`src/rtl/p18240_clock_ctrl.sv`:
```
// p18240_clock_ctrl: board-level clock/reset conditioner for the p18240.
// Debounces the raw pushbuttons and generates the processor clock and
// active-low reset from the fast board clock. Supports single-step,
// free-run at a divided rate and a timed reset pulse.
// Optional feature: define P18240_BREAKPOINT_EN to add a PC breakpoint
// (pc, bp_addr, bp_valid) that halts free-run at the end of a high phase.
module p18240_clock_ctrl #(
    parameter int unsigned DB_CYCLES  = 500000,
    parameter int unsigned HALF       = 12500000,
    parameter int unsigned RST_CYCLES = 8
) (
    input  logic        clock,
    input  logic        reset,
    input  logic        key_step,
    input  logic        key_run,
    input  logic        key_rst,
`ifdef P18240_BREAKPOINT_EN
    input  logic [15:0] pc,
    input  logic [15:0] bp_addr,
    input  logic        bp_valid,
`endif
    output logic        cpu_clock,
    output logic        cpu_reset_L,
    output logic        running,
    output logic [15:0] step_count
);

    // key indices within the packed key vectors
    localparam int unsigned K_STEP = 0;
    localparam int unsigned K_RUN  = 1;
    localparam int unsigned K_RST  = 2;

    localparam int unsigned DBW  = $clog2(DB_CYCLES + 1);
    localparam int unsigned CMAX = (HALF > RST_CYCLES) ? HALF : RST_CYCLES;
    localparam int unsigned CW   = $clog2(CMAX + 1);

    localparam logic [DBW-1:0] DB_LAST   = DBW'(DB_CYCLES - 1);
    localparam logic [CW-1:0]  HALF_LAST = CW'(HALF - 1);
    localparam logic [CW-1:0]  RST_LAST  = CW'(RST_CYCLES - 1);

    typedef enum logic [2:0] {
        S_RST,
        S_STOP,
        S_STEP_LO,
        S_RUN_LO,
        S_RUN_HI
    } state_t;

    logic [2:0]     sync1;
    logic [2:0]     sync2;
    logic [2:0]     acc;
    logic [2:0]     press;
    logic [DBW-1:0] db_cnt [3];

    state_t         state;
    logic [CW-1:0]  cnt;
    logic           stop_pend;
    logic           bp_hit;

    // two-flop synchronisers for the asynchronous pushbuttons
    always_ff @(posedge clock or posedge reset) begin
        if (reset) begin
            sync1 <= '1;
            sync2 <= '1;
        end else begin
            sync1 <= {key_rst, key_run, key_step};
            sync2 <= sync1;
        end
    end

    // debouncers: accept a new level after DB_CYCLES consecutive differing
    // samples; emit a one-cycle press pulse on an accepted fall only
    always_ff @(posedge clock or posedge reset) begin
        if (reset) begin
            acc   <= '1;
            press <= '0;
            for (int unsigned i = 0; i < 3; i++) begin
                db_cnt[i] <= '0;
            end
        end else begin
            for (int unsigned i = 0; i < 3; i++) begin
                press[i] <= 1'b0;
                if (sync2[i] == acc[i]) begin
                    db_cnt[i] <= '0;
                end else if (db_cnt[i] == DB_LAST) begin
                    acc[i]    <= sync2[i];
                    db_cnt[i] <= '0;
                    press[i]  <= ~sync2[i];
                end else begin
                    db_cnt[i] <= db_cnt[i] + DBW'(1);
                end
            end
        end
    end

`ifdef P18240_BREAKPOINT_EN
    // breakpoint match, only consulted at the end of a RUN_HI half-period
    always_comb begin
        bp_hit = bp_valid && (pc == bp_addr);
    end
`else
    // no breakpoint hardware in this build
    always_comb begin
        bp_hit = 1'b0;
    end
`endif

    // clock/reset sequencer; all outputs are registered here so cpu_clock
    // leaves a flop directly
    always_ff @(posedge clock or posedge reset) begin
        if (reset) begin
            state       <= S_RST;
            cnt         <= RST_LAST;
            cpu_clock   <= 1'b1;
            cpu_reset_L <= 1'b0;
            running     <= 1'b0;
            step_count  <= '0;
            stop_pend   <= 1'b0;
        end else if (press[K_RST] && (state != S_RST)) begin
            state       <= S_RST;
            cnt         <= RST_LAST;
            cpu_clock   <= 1'b1;
            cpu_reset_L <= 1'b0;
            running     <= 1'b0;
            step_count  <= '0;
            stop_pend   <= 1'b0;
        end else begin
            unique case (state)
                S_RST: begin
                    if (cnt == '0) begin
                        state       <= S_STOP;
                        cpu_reset_L <= 1'b1;
                    end else begin
                        cnt <= cnt - CW'(1);
                    end
                end
                S_STOP: begin
                    if (press[K_RUN]) begin
                        state     <= S_RUN_LO;
                        cpu_clock <= 1'b0;
                        cnt       <= HALF_LAST;
                        running   <= 1'b1;
                        stop_pend <= 1'b0;
                    end else if (press[K_STEP]) begin
                        state     <= S_STEP_LO;
                        cpu_clock <= 1'b0;
                        cnt       <= HALF_LAST;
                    end
                end
                S_STEP_LO: begin
                    if (cnt == '0) begin
                        state      <= S_STOP;
                        cpu_clock  <= 1'b1;
                        step_count <= step_count + 16'd1;
                    end else begin
                        cnt <= cnt - CW'(1);
                    end
                end
                S_RUN_LO: begin
                    if (press[K_RUN]) begin
                        stop_pend <= 1'b1;
                    end
                    if (cnt == '0) begin
                        state      <= S_RUN_HI;
                        cpu_clock  <= 1'b1;
                        step_count <= step_count + 16'd1;
                        cnt        <= HALF_LAST;
                    end else begin
                        cnt <= cnt - CW'(1);
                    end
                end
                S_RUN_HI: begin
                    if (cnt == '0) begin
                        // a run press landing on the final high cycle still
                        // stops here rather than one full period later
                        if (stop_pend || press[K_RUN] || bp_hit) begin
                            state     <= S_STOP;
                            running   <= 1'b0;
                            stop_pend <= 1'b0;
                        end else begin
                            state     <= S_RUN_LO;
                            cpu_clock <= 1'b0;
                            cnt       <= HALF_LAST;
                        end
                    end else begin
                        cnt <= cnt - CW'(1);
                        if (press[K_RUN]) begin
                            stop_pend <= 1'b1;
                        end
                    end
                end
                default: begin
                    state <= S_RST;
                    cnt   <= RST_LAST;
                end
            endcase
        end
    end

endmodule

```
`config.mk`:
```
export PLATFORM = sky130hd
export DESIGN_NAME = p18240_clock_ctrl
export DESIGN_NICKNAME = d
export VERILOG_FILES = /design/src/rtl/p18240_clock_ctrl.sv
export SDC_FILE = /design/constraint.sdc
export NUM_CORES = 1
export LEC_CHECK = 0
export BUFFER_PORTS_ARGS = -buffer_cell sky130_fd_sc_hd__buf_2
export CORE_ASPECT_RATIO = 1.2
export CORE_UTILIZATION = 56
export DETAILED_ROUTE_END_ITERATION = 10
export GPL_TIMING_DRIVEN = 0
export HOLD_SLACK_MARGIN = 0.02
export PLACE_DENSITY = 0.7
export SYNTH_ARGS = -nofsm -noshare
export SYNTH_HDL_FRONTEND = slang
export SYNTH_SLANG_ARGS = --single-unit
```
`constraint.sdc`:
```
create_clock -name clock -period 4.3 [get_ports clock]
set_input_delay 0.43 -clock clock [delete_from_list [all_inputs] [get_ports clock]]
set_output_delay 0.43 -clock clock [all_outputs]
set_load 0.05 [all_outputs]
```
* After elaboration in Yosys (flattened, before gate mapping)
Index checks and enable logic that the tools add are counted.
Word-level totals: register bits 116, logic and storage cells 121, input port bits 5, output and inout bits 19
Operators by class: muxes and demuxes 50, $add $sub $neg 5, bitwise logic cells 6, equal/unequal tests 21, reduce and logical (&&, ||, !) cells 23
Operators by type and width (count):
- $mux 24 | 7
- $mux 19 | 6
- $pmux 24 s4 | 1
- $add 19x1->19 const B | 3
- $eq 19x19->1 const B | 3
- $mux 16 | 3
- $logic_not 24->1 | 1
- $sub 24x1->24 const B | 1
- $mux 1 | 22
- $mux 3 | 6
- $ne 3x3->1 const B | 6
- $add 16x1->16 const B | 1
- $ne 4x4->1 const B | 3
- $pmux 3 s4 | 1
- $reduce_and 2->1 | 5
- $reduce_and 4->1 | 2
- $reduce_bool 4->1 | 2
- $eq 3x2->1 const B | 2
- $ne 3x1->1 const B | 2
- $not 1->1 | 6
- $pmux 1 s3 | 2
- $reduce_and 3->1 | 2
- $reduce_bool 2->1 | 3
- $reduce_bool 3->1 | 2
- other kinds (10) | 13

* Logic depth before layout (Yosys ltp)
word-level depth 5, gate-level depth with buffers 9, gate-level depth less buffers 7

* Worst setup path before layout
No wires, ideal clock.
path kind register to register, from reg cnt[18], to reg cnt[15], arrival 2.140 ns, stages on the path, launching flop included 8, clock period less this slack 2.227 ns, data required time 4.213 ns, setup time 0.087 ns, path buffers 2, setup slack 2.073 ns, cell sequence dfrtp_1 or4_4 buf_6 or2_4 buf_6 o31a_1 a41o_1 a211oi_2
Between the ends: cells in the longest elaborated chain, start to end 4, elaborated cells between the ends (all ways) 8, classes of those cells eq/ne: 2; mux: 4; reduce/logical: 2
Ends and longest elaborated chain:
- start, declared | RTL line 56 | logic [CW-1:0] cnt;
- start signal, assigned | RTL line 134 | cnt <= cnt - CW'(1);
- start signal, assigned | RTL line 156 | cnt <= cnt - CW'(1);
- start signal, assigned | RTL line 169 | cnt <= cnt - CW'(1);
- $logic_not 24->1 (*)
- $mux 24 (on tied branches) | RTL line 173, 163
- $pmux 24 s4 | RTL line 128 | unique case (state)
- $mux 24 | RTL line 119 | end else if (press[K_RST] && (state != S_RST)) begin
Every way passes the cells marked *; elsewhere a longest branch is shown, timed or not. A chain may end at the register's enable or synchronous reset.

* Final worst setup path
from reg cnt[3], to reg cnt[19]
Between the ends: cells in the longest elaborated chain, start to end 4, elaborated cells between the ends (all ways) 10, classes of those cells add/sub: 1; eq/ne: 2; mux: 5; reduce/logical: 2
Ends and longest elaborated chain (RTL line):
- $sub 24x1->24 / $logic_not 24->1 (equally long branches)
- $mux 24 (on tied branches)
- $pmux 24 s4 | 128
- $mux 24 | 119
Parallel ways exist; a longest one is shown, timed or not. The select of a mux whose other input is x is not followed.

==> results.sh <==
export IMPL_cp_end_kind="register"
export IMPL_grtUsageTotal_pct=26.2
export IMPL_io_pins=24
export IMPL_ff2ff_path_depth=7
export IMPL_cts_tree="built"
export IMPL_layout_drive_gt1_share_pct=13.7
export IMPL_peakVddDrop_uv=293
export IMPL_r2r_end="cnt[19]$_DFFE_PP0P_"
export IMPL_status="completed"
export IMPL_synthFlopType="dfrtp_1"
export IMPL_clock_sinks=116
export IMPL_grt_max_degree=62
export IMPL_fillers=872
export IMPL_p_sw_mw=0.552
export IMPL_tns_ps=0
export IMPL_ant_nets=0
export IMPL_die_w_um=97.7
export IMPL_synth_commonest_cells="nor2_1, dfrtp_1, nand2_1, xnor2_1, nand3_1"
export IMPL_synth_top_area_cell="dfrtp_1"
export IMPL_worstPathArrival_ps=3180
export IMPL_hpwl_mm=9.44
export IMPL_r2r_slack_ps=1440
export IMPL_synth_top_area_share_pct=41.9
export IMPL_crit_required_ps=4630
export IMPL_whs_ps=115
export IMPL_cap_viol_max_count=0
export IMPL_critPathLaunchType="register"
export IMPL_yosysSeqAreaShare_pct=47.4
export IMPL_worstReg2RegStart="cnt[3]$_DFFE_PP0P_"
export IMPL_wl_mm=14.0
export IMPL_grt_setup_unrepaired="no"
export IMPL_ys_types=67
export IMPL_worst_slack_ps=1440
export IMPL_cts_root_buf="clkbuf_16"
export IMPL_grt_overflow=0
export IMPL_first_iter_violations=348
export IMPL_syn_avg_cell_area_um2=9.42
export IMPL_hold_depth=1
export IMPL_max_stage_delay_ps=750
export IMPL_period_share_pct=66.5
export IMPL_slowest_stage="nor3_1"
export IMPL_min_from="key_step"
export IMPL_yosysMostFrequentCell="nor2_1"
export IMPL_slew_viol_final=0
export IMPL_sequentialPowerShare_pct=43.1
export IMPL_dpl_worst_slack_ps=1520
export IMPL_cts_buffers=17
export IMPL_place_gp_congestion=0.877
export IMPL_synthCells=653
export IMPL_p_int_mw=2.03
export IMPL_die_area_mm2=0.0114
export IMPL_start_util_pct=57.9
export IMPL_io_buffers=23
export IMPL_dr_pass1_iters=5
export IMPL_cts_resized=0
export IMPL_core_mm2=0.0106
export IMPL_cellPowerDensity_mw_per_mm2=366
export IMPL_fin_nets=707
export IMPL_viasPerCell=6.11
export IMPL_fp_dieH_um=117
export IMPL_max_freq_mhz=350
export IMPL_slew_headroom_pct=39.3
export IMPL_syn_area_mm2=0.00615
export IMPL_post_cts_setup_buffers=0
export IMPL_ys_ff_latch=116
export IMPL_antenna_found_initial=0
export IMPL_synth_edf_count=0
export IMPL_pwr_share_clk_pct=54.9
export IMPL_critPathKind="reg -> reg"
export IMPL_grt_pass1_wl_mm=23.8
export IMPL_worst_pin_slew_ps=903
export IMPL_combPwrFrac_pct=2.0
export IMPL_hp_class="in -> reg"
export IMPL_dpl_cell_area_mm2=0.00646
export IMPL_final_area_mm2=0.00707
export IMPL_area_growth_pct=14.8
export IMPL_via_count=5118
export IMPL_grt_pass1_vias=5010
export IMPL_fp_row_count=41
export IMPL_wl_per_cell_um=16.8
export IMPL_ys_warn_count=0
export IMPL_clk_pin_slew_worst_paths_ps=60
export IMPL_skew_ps=6.35
export IMPL_cts_buffer_depth=2
export IMPL_worstPathMaxFanout=10
export IMPL_cpMostUsedCell="clkbuf_1"
export IMPL_ys_async_sr_fraction_pct=100
export IMPL_diodes=0
export IMPL_finalSetupViolCount=0
export IMPL_syn_num_nets=664
export IMPL_fin_crit_ps=2860
export IMPL_cts_hold_buf=0
export IMPL_cp_cell_sequence="clkbuf_1 > nor4b_1 > nand4_1 > clkbuf_1 > nor3_1 > o31ai_1 > a211oi_2"
export IMPL_finalHoldViolCount=0
export IMPL_p_sw_share_pct=21.4
export IMPL_synth_area_leaders="dfrtp_1, nor2_1, dfstp_2"
export IMPL_ctsHtreeMaxLevel=4
export IMPL_clock_latency_ps=410
export IMPL_drc=0
export IMPL_leakage_nw=3.03
export IMPL_holdPathEnd="sync1[0]$_DFF_PP1_"
[per-stage QoR]
stage | cells | power [mW] | util (%)
after detailed placement | 806 | 1.19 | 60.8
after floorplan | 653 | 1.17 | -
after CTS | 838 | 2.60 | 66.5
after global routing | 838 | 2.66 | 66.5
after global placement | 805 | 1.18 | 60.6
final | 838 | 2.58 | 66.5
[worst max path at each step]
stage	startpoint	end	slack [ps]	depth (start not counted)
2_1_floorplan	reset	cnt[10]$_DFFE_PP0P_	820	1
3_3_place_gp	reset	cnt[18]$_DFFE_PP0P_	-470	2
5_1_grt	cnt[14]$_DFFE_PP0P_	cnt[19]$_DFFE_PP0P_	1290	6
6_report	cnt[3]$_DFFE_PP0P_	cnt[19]$_DFFE_PP0P_	1440	7
3_5_place_dp	cnt[14]$_DFFE_PP0P_	cnt[19]$_DFFE_PP0P_	1520	6
4_1_cts	cnt[14]$_DFFE_PP0P_	cnt[19]$_DFFE_PP0P_	1500	6
[state kept, by name, indices dropped and copies added, names as in the netlist]
signal / flops
sync2: 3
cpu_reset_L: 1
acc: 3
sync1: 3
cpu_clock: 1
cnt: 24
press: 3
db_cnt: 57
state: 3
step_count: 16
running: 1
stop_pend: 1
[routing by layer]
layer	up-vias	track usage [%]	routed length, µm
met3	22	6.24	651
met4	0	10.3	256
met2	154	45.9	7030
met1	2498	31.7	6110
met5	-	0	0
li1	2444	-	-
[cell type report]
cell class                 instances  area (µm²)  share of cell area (%)
timing repair buffer              24         143                    2.02
buffer                            25         114                    1.61
clock inverter                    11         125                    1.77
sequential                       116        2920                    41.3
multi-input combinational        497        3060                    43.4
tap                              129         161                    2.28
inverter                          15        58.8                   0.832
clock buffer                      21         480                    6.80
[placed cells by master, fill, tap and decap left out, drive strengths merged, types with 4 or more instances in the layout]
cell      count
dfstp        13
nand2        43
nor4         16
xnor2        38
nor4b         5
nor2        106
and3          9
a31o          4
and4          8
a21oi        16
or4           9
nand3        30
nor3         30
o31a          4
and2          7
inv          16
nand2b        5
xor2         29
o21ai        20
or2           6
dfrtp       103
o31ai         5
buf          31
ha            6
or3           9
a32o          5
a31oi        14
clkbuf       39
nand4        21
clkinvlp      5
[power by group through the flow]
stage	combinational (mW)	sequential [mW]	clock, mW
after floorplan	0.0358	1.13	0
after global placement	0.0481	1.13	0
after detailed placement	0.0530	1.13	0
after CTS	0.0540	1.11	1.44
after global routing	0.0613	1.11	1.49
final	0.0513	1.11	1.42
[logic make-up after synthesis]
| logic type | after synthesis | share of synthesized area [%] |
|---|---|---|
| adders and majority gates | 6 | 1.22 |
| DFF | 116 | 47.4 |
| AOI/OAI and AO/OA | 104 | 12.0 |
| buffers and inverters | 40 | 2.77 |
| and+or+nand+nor | 315 | 26.2 |
| xor gates and xnor gates | 67 | 9.54 |
| muxes | 5 | 0.874 |
[critical path: cells and delay by family, from the launching register on]
family / cells / cell delay (ps)
AND/OR/NAND/NOR: 3 / 1480
buffers and inverters: 2 / 500
AO/OA/AOI/OAI: 2 / 440
flip-flops: 1 / 350
Note: power is estimated with default switching activity, not from simulation.
